$ cat config.mk
export PLATFORM = sky130hd
export DESIGN_NAME = fir_frame_buffer_flat
export DESIGN_NICKNAME = d
export VERILOG_FILES = /design/src/rtl/fir_frame_buffer_if.sv /design/src/rtl/fir_frame_buffer.sv /design/src/flat_wrapper.sv
export SDC_FILE = /design/constraint.sdc
export NUM_CORES = 1
export LEC_CHECK = 0
export ABC_AREA = 1
export CAP_MARGIN = 10
export CORE_MARGIN = 2
export CORE_UTILIZATION = 50
export DETAILED_ROUTE_END_ITERATION = 10
export GPL_TIMING_DRIVEN = 0
export PLACE_DENSITY = 0.78
export REMOVE_ABC_BUFFERS = 1
export SYNTH_ARGS = -nofsm -noshare
export SYNTH_HDL_FRONTEND = slang
export SYNTH_SLANG_ARGS = --single-unit
$ cat constraint.sdc
create_clock -name clk -period 2 [get_ports clk]
set_input_delay 0.3 -clock clk [delete_from_list [all_inputs] [get_ports clk]]
set_output_delay 0.3 -clock clk [all_outputs]
set_load 0.1 [all_outputs]
$ cat src/rtl/fir_frame_buffer_if.sv
// Handshake bundle between the FIR stage, the frame buffer and the FFT stage.
// The flush strobe exists only when FIR_FRAME_FLUSH_EN is defined.
interface fir_frame_buffer_if #(
  parameter int unsigned N = 16,
  parameter int unsigned W = 16
);
  logic           fir_valid;
  logic [W-1:0]   fir_d;
  logic           frame_valid;
  logic           frame_ready;
  logic [N*W-1:0] frame_data;
  logic [15:0]    frame_cnt;
  logic           overflow;
`ifdef FIR_FRAME_FLUSH_EN
  logic           flush;

  modport master (
    output fir_valid, fir_d, frame_ready, flush,
    input  frame_valid, frame_data, frame_cnt, overflow
  );
  modport slave (
    input  fir_valid, fir_d, frame_ready, flush,
    output frame_valid, frame_data, frame_cnt, overflow
  );
`else
  modport master (
    output fir_valid, fir_d, frame_ready,
    input  frame_valid, frame_data, frame_cnt, overflow
  );
  modport slave (
    input  fir_valid, fir_d, frame_ready,
    output frame_valid, frame_data, frame_cnt, overflow
  );
`endif
endinterface

$ cat src/rtl/fir_frame_buffer.sv
// Ping-pong frame buffer: groups FIR samples into N-sample frames for the FFT stage.
// Optional zero-padding flush of a partial frame when FIR_FRAME_FLUSH_EN is defined.
module fir_frame_buffer #(
  parameter int unsigned N = 16,
  parameter int unsigned W = 16
) (
  input logic              clk,
  input logic              rst,
  fir_frame_buffer_if.slave bus
);
  localparam int unsigned PtrW = $clog2(N);
  localparam logic [PtrW-1:0] LastPtr = PtrW'(N - 1);

  logic [W-1:0]    bank_q [2][N];
  logic [W-1:0]    bank_d [2][N];
  logic [1:0]      bank_full_q, bank_full_d;
  logic [PtrW-1:0] wr_ptr_q, wr_ptr_d;
  logic            wr_bank_q, wr_bank_d;
  logic            rd_bank_q, rd_bank_d;
  logic            frame_valid_q, frame_valid_d;
  logic [N*W-1:0]  frame_data_q, frame_data_d;
  logic [15:0]     frame_cnt_q, frame_cnt_d;
  logic            overflow_q, overflow_d;

  logic handoff, can_accept, accept, flush_go, complete, rd_sel;

  always_comb begin
    handoff    = frame_valid_q & bus.frame_ready;
    // A full write bank may still take a sample if it is being handed off this edge.
    can_accept = ~bank_full_q[wr_bank_q] | (handoff & (rd_bank_q == wr_bank_q));
    accept     = bus.fir_valid & can_accept;
`ifdef FIR_FRAME_FLUSH_EN
    flush_go   = bus.flush & (wr_ptr_q != '0) & can_accept;
`else
    flush_go   = 1'b0;
`endif
    complete   = (accept & (wr_ptr_q == LastPtr)) | flush_go;

    bank_d = bank_q;
    for (int unsigned i = 0; i < N; i++) begin
      if (accept && (PtrW'(i) == wr_ptr_q)) begin
        bank_d[wr_bank_q][PtrW'(i)] = bus.fir_d;
      end else if (flush_go && (PtrW'(i) >= wr_ptr_q)) begin
        bank_d[wr_bank_q][PtrW'(i)] = '0;
      end
    end

    bank_full_d = bank_full_q;
    rd_bank_d   = rd_bank_q;
    frame_cnt_d = frame_cnt_q;
    wr_ptr_d    = wr_ptr_q;
    wr_bank_d   = wr_bank_q;
    overflow_d  = overflow_q;

    // Clear before set so a bank freed and refilled in the same edge ends up full.
    if (handoff) begin
      bank_full_d[rd_bank_q] = 1'b0;
      rd_bank_d              = ~rd_bank_q;
      frame_cnt_d            = frame_cnt_q + 16'd1;
    end
    if (complete) begin
      wr_ptr_d               = '0;
      bank_full_d[wr_bank_q] = 1'b1;
      wr_bank_d              = ~wr_bank_q;
    end else if (accept) begin
      wr_ptr_d = wr_ptr_q + 1'b1;
    end
    if (bus.fir_valid && !can_accept) begin
      overflow_d = 1'b1;
    end

    // On handoff look at the other bank so a full successor follows without a bubble.
    rd_sel        = handoff ? ~rd_bank_q : rd_bank_q;
    frame_valid_d = bank_full_q[rd_sel];
    frame_data_d  = '0;
    for (int unsigned k = 0; k < N; k++) begin
      frame_data_d[k*W +: W] = bank_q[rd_sel][PtrW'(k)];
    end
  end

  always_ff @(posedge clk or negedge rst) begin
    if (!rst) begin
      bank_full_q   <= '0;
      wr_ptr_q      <= '0;
      wr_bank_q     <= 1'b0;
      rd_bank_q     <= 1'b0;
      frame_valid_q <= 1'b0;
      frame_data_q  <= '0;
      frame_cnt_q   <= '0;
      overflow_q    <= 1'b0;
    end else begin
      bank_full_q   <= bank_full_d;
      wr_ptr_q      <= wr_ptr_d;
      wr_bank_q     <= wr_bank_d;
      rd_bank_q     <= rd_bank_d;
      frame_valid_q <= frame_valid_d;
      frame_data_q  <= frame_data_d;
      frame_cnt_q   <= frame_cnt_d;
      overflow_q    <= overflow_d;
    end
  end

  // Sample storage carries no reset; the full flags alone define what is valid.
  always_ff @(posedge clk) begin
    bank_q <= bank_d;
  end

  assign bus.frame_valid = frame_valid_q;
  assign bus.frame_data  = frame_data_q;
  assign bus.frame_cnt   = frame_cnt_q;
  assign bus.overflow    = overflow_q;

endmodule

$ cat src/flat_wrapper.sv
// flat-port wrapper written by rule: the top's interface ports become plain ports
module fir_frame_buffer_flat 
#(
  parameter int unsigned N = 16,
  parameter int unsigned W = 16
)
  (clk, rst, bus_fir_valid, bus_fir_d, bus_frame_ready, bus_frame_valid, bus_frame_data, bus_frame_cnt, bus_overflow);
  fir_frame_buffer_if #(.N(N), .W(W)) bus_i ();
  input logic clk;
  input logic rst;
  input wire logic [$bits(bus_i.fir_valid)-1:0] bus_fir_valid;
  input wire logic [$bits(bus_i.fir_d)-1:0] bus_fir_d;
  input wire logic [$bits(bus_i.frame_ready)-1:0] bus_frame_ready;
  output wire logic [$bits(bus_i.frame_valid)-1:0] bus_frame_valid;
  output wire logic [$bits(bus_i.frame_data)-1:0] bus_frame_data;
  output wire logic [$bits(bus_i.frame_cnt)-1:0] bus_frame_cnt;
  output wire logic [$bits(bus_i.overflow)-1:0] bus_overflow;
  assign bus_i.fir_valid = bus_fir_valid;
  assign bus_i.fir_d = bus_fir_d;
  assign bus_i.frame_ready = bus_frame_ready;
  assign bus_frame_valid = bus_i.frame_valid;
  assign bus_frame_data = bus_i.frame_data;
  assign bus_frame_cnt = bus_i.frame_cnt;
  assign bus_overflow = bus_i.overflow;
  fir_frame_buffer #(.N(N), .W(W)) u_core (.clk(clk), .rst(rst), .bus(bus_i));
endmodule
==> results of run 1 <==
state kept, by name, indices dropped and copies added (netlist names):
register	cells
u_core.bus.frame_cnt	16
u_core.wr_ptr_q	4
u_core.rd_bank_q	1
u_core.bus.overflow	1
u_core.wr_bank_q	1
u_core.bank_full_q	2
u_core.bus.frame_data	256
u_core.bus.frame_valid	1
u_core.bank_q	512
per-stage QoR:
step	cells	TNS, ns	worst slack (ns)	instance area (um^2)	hold slack [ns]
final	3084	-3.20	-0.0799	35500	0.235
after detailed placement	2824	-686.26	-1.38	30700	0.299
after global routing	3083	-19.80	-0.142	35500	0.288
after global placement	2796	-5795.25	-11.71	30300	0.424
after floorplan	1807	-1156.62	-2.95	26500	0.00441
after CTS	3066	-11.98	-0.109	35100	0.219
cells in the mapped netlist, types with 8 or more instances:
cell type  count  area [um^2]
nand3_1       13         65.1
buf_2         37          185
buf_4          8         60.1
nor2_2        15         93.8
nand4_1       20          125
nand2_1      821         3080
buf_6         17          191
nor2_1        63          236
inv_1         43          161
edfxtp_1     512        15400
dfrtp_1      282         7060
final cells by class:
type	instances	area share, %
repair inverters	2	0.0494
diodes	1	0.00706
clock buffers	106	6.33
flip-flops and latches	794	63.3
clock inverters	37	1.04
inverters	49	0.677
well taps	696	2.46
multi-input cells	968	11.9
repair buffers	431	14.2
routing by layer:
layer  part of all wire, %  vias to the layer above
met4                   2.7                        0
met1                    40                     8134
met2                    51                      694
li1                      -                     7111
met5                     0                        -
met3                   6.8                      124
worst max-delay path by stage:
| stage | from | to | slack, ns | cells after the start |
|---|---|---|---|---|
| 2_1_floorplan | u_core.bus.frame_valid | u_core.rd_bank_q | -2.95 | 4 |
| 3_3_place_gp | rst | u_core.bus.frame_data[193] | -11.71 | 1 |
| 3_5_place_dp | u_core.wr_bank_q | u_core.bank_q[213] | -1.38 | 6 |
| 4_1_cts | u_core.wr_bank_q | u_core.bank_q[404] | -0.11 | 10 |
| 5_1_grt | u_core.wr_bank_q | u_core.bank_q[215] | -0.14 | 9 |
| 6_report | u_core.wr_bank_q | u_core.bank_q[214] | -0.08 | 9 |
repair_timing:
action,4_1_cts,5_1_grt
setup buffers,85,14
pin swaps,45,28
hold endpoints to repair,62,0
setup endpoints to repair,1035,547
gates resized for setup,922,44
gates cloned,14,9
hold buffers,1,0
logic make-up after synthesis:
kind of cell    after synthesis  share of synthesized area (%)
fa+ha+maj                     5                          0.232
simple gates                943                           13.8
buf+inv                     116                           2.38
flops                       794                           83.2
xor+xnor                      7                          0.227
compound gates                9                          0.204
layout by cell type, fill, tap and decap left out, types with 6 or more instances in the layout:
cell	netlist	layout
clkbuf_8	0	10
clkdlybuf4s15_2	0	273
nand4_1	20	20
buf_12	0	20
nor2_2	15	15
buf_4	8	41
inv_1	43	41
nor2_1	63	33
clkbuf_16	0	87
bufinv_16	0	6
buf_16	0	8
buf_2	37	16
edfxtp_1	512	512
clkbuf_1	5	13
nand3_1	13	13
buf_8	0	9
buf_6	17	53
nand2_1	821	818
nor2_4	0	30
clkinv_2	1	22
dfrtp_1	282	280
==> results.cfg, run 1 <==
[setup_path]
worstSetupStartpointType = flip-flop
crit_slowest_cell = dfrtp_4
cp_cell_sequence = nand2_4 > nand3_4 > buf_6 > nand2_8 > buf_6 > nand4_1 > buf_6 > nor2_4 > clkbuf_16
crit_fanout = 7
r2r_setup_slack_ns = -0.08
cp-end-kind = flip-flop
critPathMaxStageDelay_ns = 0.57
r2r_start = u_core.wr_bank_q
cp.required_ns = 2.33
cp.arrival_ns = 2.41
cpMostUsedCell = buf_6
reg2regPathDepth = 9
cp_top_family = buffers and inverters
r2r_end = u_core.bank_q[214]
crit_type = reg -> reg
cp_num_buf_inv = 4

[route]
drc_errors = 0
dr.pass1.iters = 7
drt_iter0_drc = 1478
dr_total_vias = 16100
vias_per_cell = 5.21
post_drt_wl_per_cell_um = 21.8
routed_wl_mm = 67.3
detail-route-antenna-nets = 0

[place]
place_congestion = 0.778
dp_hpwl_mm = 34.2
portBuffers = 293

[clock_tree]
clk_pin_slew_ns = 0.06
clockRootBuffer = clkbuf_16
clock_latency_ns = 0.62
clockBufferDepth = 3
cts_tree = built
cts.htree.levels = 3
cts.sinks = 794
cts_made_buffers = 77

[grt]
use_met3_pct = 4.42
met2_usage_pct = 41.1
grt_pass1_vias = 16300
met1_usage_pct = 31.6
grtUsageTotal_pct = 24.1
grt_pass1_wl_mm = 99.1
overflow = 0
antenna_found_initial = 0
grt-busiest-layer = met2
grt_max_degree = 114

[timing]
drv_slew = 0
worstMarginPinSlew_ns = 1.00
rsz0062_at_grt = yes
finalCritPeriodShare_pct = 104
slew-limit-headroom_pct = 33.3
finalSetupViolations = 105
final_hold_viol_count = 0
fmax_mhz = 481
period_needed_ns = 2.08
fin_skew_ns = 0.0262
setup_slack_ns = -0.0799

[outcome]
status = finished with violations
violations = setup timing

[floorplan]
die_w_um = 236
num_rows = 85
ios = 294
die_y_um = 236
die-area_um2 = 55800
start_util_pct = 50.3
core_um2 = 53600

[hold_path]
min_path_type = in -> async

[finish]
drive_gt1_share_pct = 26.4
ff_latch_area_um2 = 22400
nets = 2348
final_core_util_pct = 66.2
fillCellCount = 3567
multi_input_comb_area_um2 = 4230
area_growth_pct = 31.5

[flow_run]
cap_violations = 0

[yosys]
async_flop_share_pct = 35.5
syn_inst = 1874
yosysWarnings = 0
yosysUniqueCellTypes = 28
avgSynthCellArea_um2 = 14.4
synth_edf_count = 512
synth-main-ff-cell = edfxtp_1
ys_seq_area_share_pct = 83.2
synth.cell_area_um2 = 27000
ys_ff_latch = 794
Power of run 1 is not shown: default switching activity piles up to over one toggle a cycle in this logic, so the estimate is an artifact.
==> run 2, diff against run 1 <==
==> constraint.sdc (replaced) <==
create_clock -name clk -period 2 [get_ports clk]
set_input_delay 0.4 -clock clk [delete_from_list [all_inputs] [get_ports clk]]
set_output_delay 0.4 -clock clk [all_outputs]
set_load 0.1 [all_outputs]
==> results.cfg, run 2 (same netlist as run 1, synthesis figures left out) <==
[place]
pre_cts_slack_ns = -1.39
placed_cells = 2824
place_congestion = 0.778
dp_hpwl_mm = 34.2
portBuffers = 293

[setup_path]
cp.arrival_ns = 1.58
cp_top_family = buffers and inverters
reg2regPathDepth = 8
worstSetupStartpointType = flip-flop
crit_fanout = 1
cp_num_buf_inv = 1
cp-end-kind = output port
cp.depth = 1
cp_cell_sequence = clkdlybuf4s18_2
crit_type = reg -> out
critPathMaxStageDelay_ns = 0.56
cp.required_ns = 1.60
crit_slowest_cell = clkdlybuf4s18_2

[floorplan]
ios = 294
die_y_um = 236
num_rows = 85
die_w_um = 236
core_um2 = 53600
start_util_pct = 50.3
die-area_um2 = 55800

[clock_tree]
clockBufferDepth = 3
clk_pin_slew_ns = 0.06
cts_made_buffers = 77
cts_tree = built
cts.htree.levels = 3
clockRootBuffer = clkbuf_16
clock_latency_ns = 0.62
cts.sinks = 794

[grt]
grt_pass1_vias = 16100
antenna_found_initial = 0
grtUsageTotal_pct = 23.7
grt_max_degree = 114
grt_pass1_wl_mm = 97.5
overflow = 0

[route]
detail-route-antenna-nets = 0
dr.pass1.iters = 5
dr_total_vias = 15900
drc_errors = 0
vias_per_cell = 5.19
routed_wl_mm = 65.6
drt_iter0_drc = 1401
post_drt_wl_per_cell_um = 21.4

[finish]
mostFrequentLayoutCell = nand2_1
largest-register = u_core.bank_q
largest_register_ffs = 512
nets = 2328
multi_input_comb_area_um2 = 4210
fillCellCount = 3641
ff_latch_area_um2 = 22400
drive_gt1_share_pct = 25.7
area_growth_pct = 29.5
layout.cells.non_filler = 3065
layout_common_cells = nand2_1, edfxtp_1, dfrtp_1

[timing]
fin_tns_setup_ns = 0
slew-limit-headroom_pct = 33.8
fmax_mhz = 506
period_needed_ns = 1.98
rsz0062_at_grt = yes
final_hold_viol_count = 0
drv_slew = 0
fin_skew_ns = 0.0291
finalSetupViolations = 0
worstMarginPinSlew_ns = 0.994
finalCritPeriodShare_pct = 98.8
setup_slack_ns = 0.0246

[flow_run]
cap_violations = 0

[outcome]
status = completed

[hold_path]
min_path_type = in -> async
==> run 2: final timing paths <==
| path | startpoint | end | slack (ns) |
|---|---|---|---|
| setup reg to reg | u_core.wr_bank_q | u_core.bank_q[338] | 0.04 |
| min in group clk | u_core.bank_q[90] | u_core.bus.frame_data[170] | 0.41 |
| hold / removal | rst | u_core.bus.frame_data[184] | 0.33 |
| hold reg to reg | u_core.bank_q[90] | u_core.bus.frame_data[170] | 0.41 |
| max in group asynchronous | rst | u_core.bus.frame_data[199] | 0.65 |
| setup / recovery | u_core.bus.frame_data[170] | bus_frame_data[170] | 0.02 |
==> run 2: stage by stage <==
stage | hold slack, ns | area [um^2] | util (%)
after floorplan | 0.104 | 26500 | -
after global placement | 0.424 | 30300 | 56.6
after CTS | 0.319 | 34700 | 64.8
after global routing | 0.382 | 34900 | 65.1
final | 0.328 | 34900 | 65.1
after detailed placement | 0.399 | 30700 | 57.3
==> run 2: repair_timing <==
item,4_1_cts,5_1_grt
cloned,10,1
setup endpoints to repair,1035,469
buffers inserted,63,22
hold buffers,1,0
pin swaps,39,14
gates resized for setup,947,16
endpoints found under the hold margin,62,0
==> run 2: final cells by class <==
cell class,instances,share of cell area (%)
timing repair inverter,2,0.0502
timing repair buffer,411,12.9
clock inverter,37,1.06
clock buffer,106,6.43
multi-input combinational,968,12.1
antenna,2,0.0143
tap,696,2.49
sequential,794,64.3
inverter,49,0.688
==> run 2: layer usage <==
metal	vias to the layer above	GRT usage, %	share of wire (%)	wire length, um
li1	7060	-	-	-
met1	8098	30.8	40	26000
met3	110	4.73	7.0	4610
met2	638	40.2	51	33200
met5	-	0	0	0
met4	0	8.13	2.6	1740
Power of run 2 is left out for the same reason.
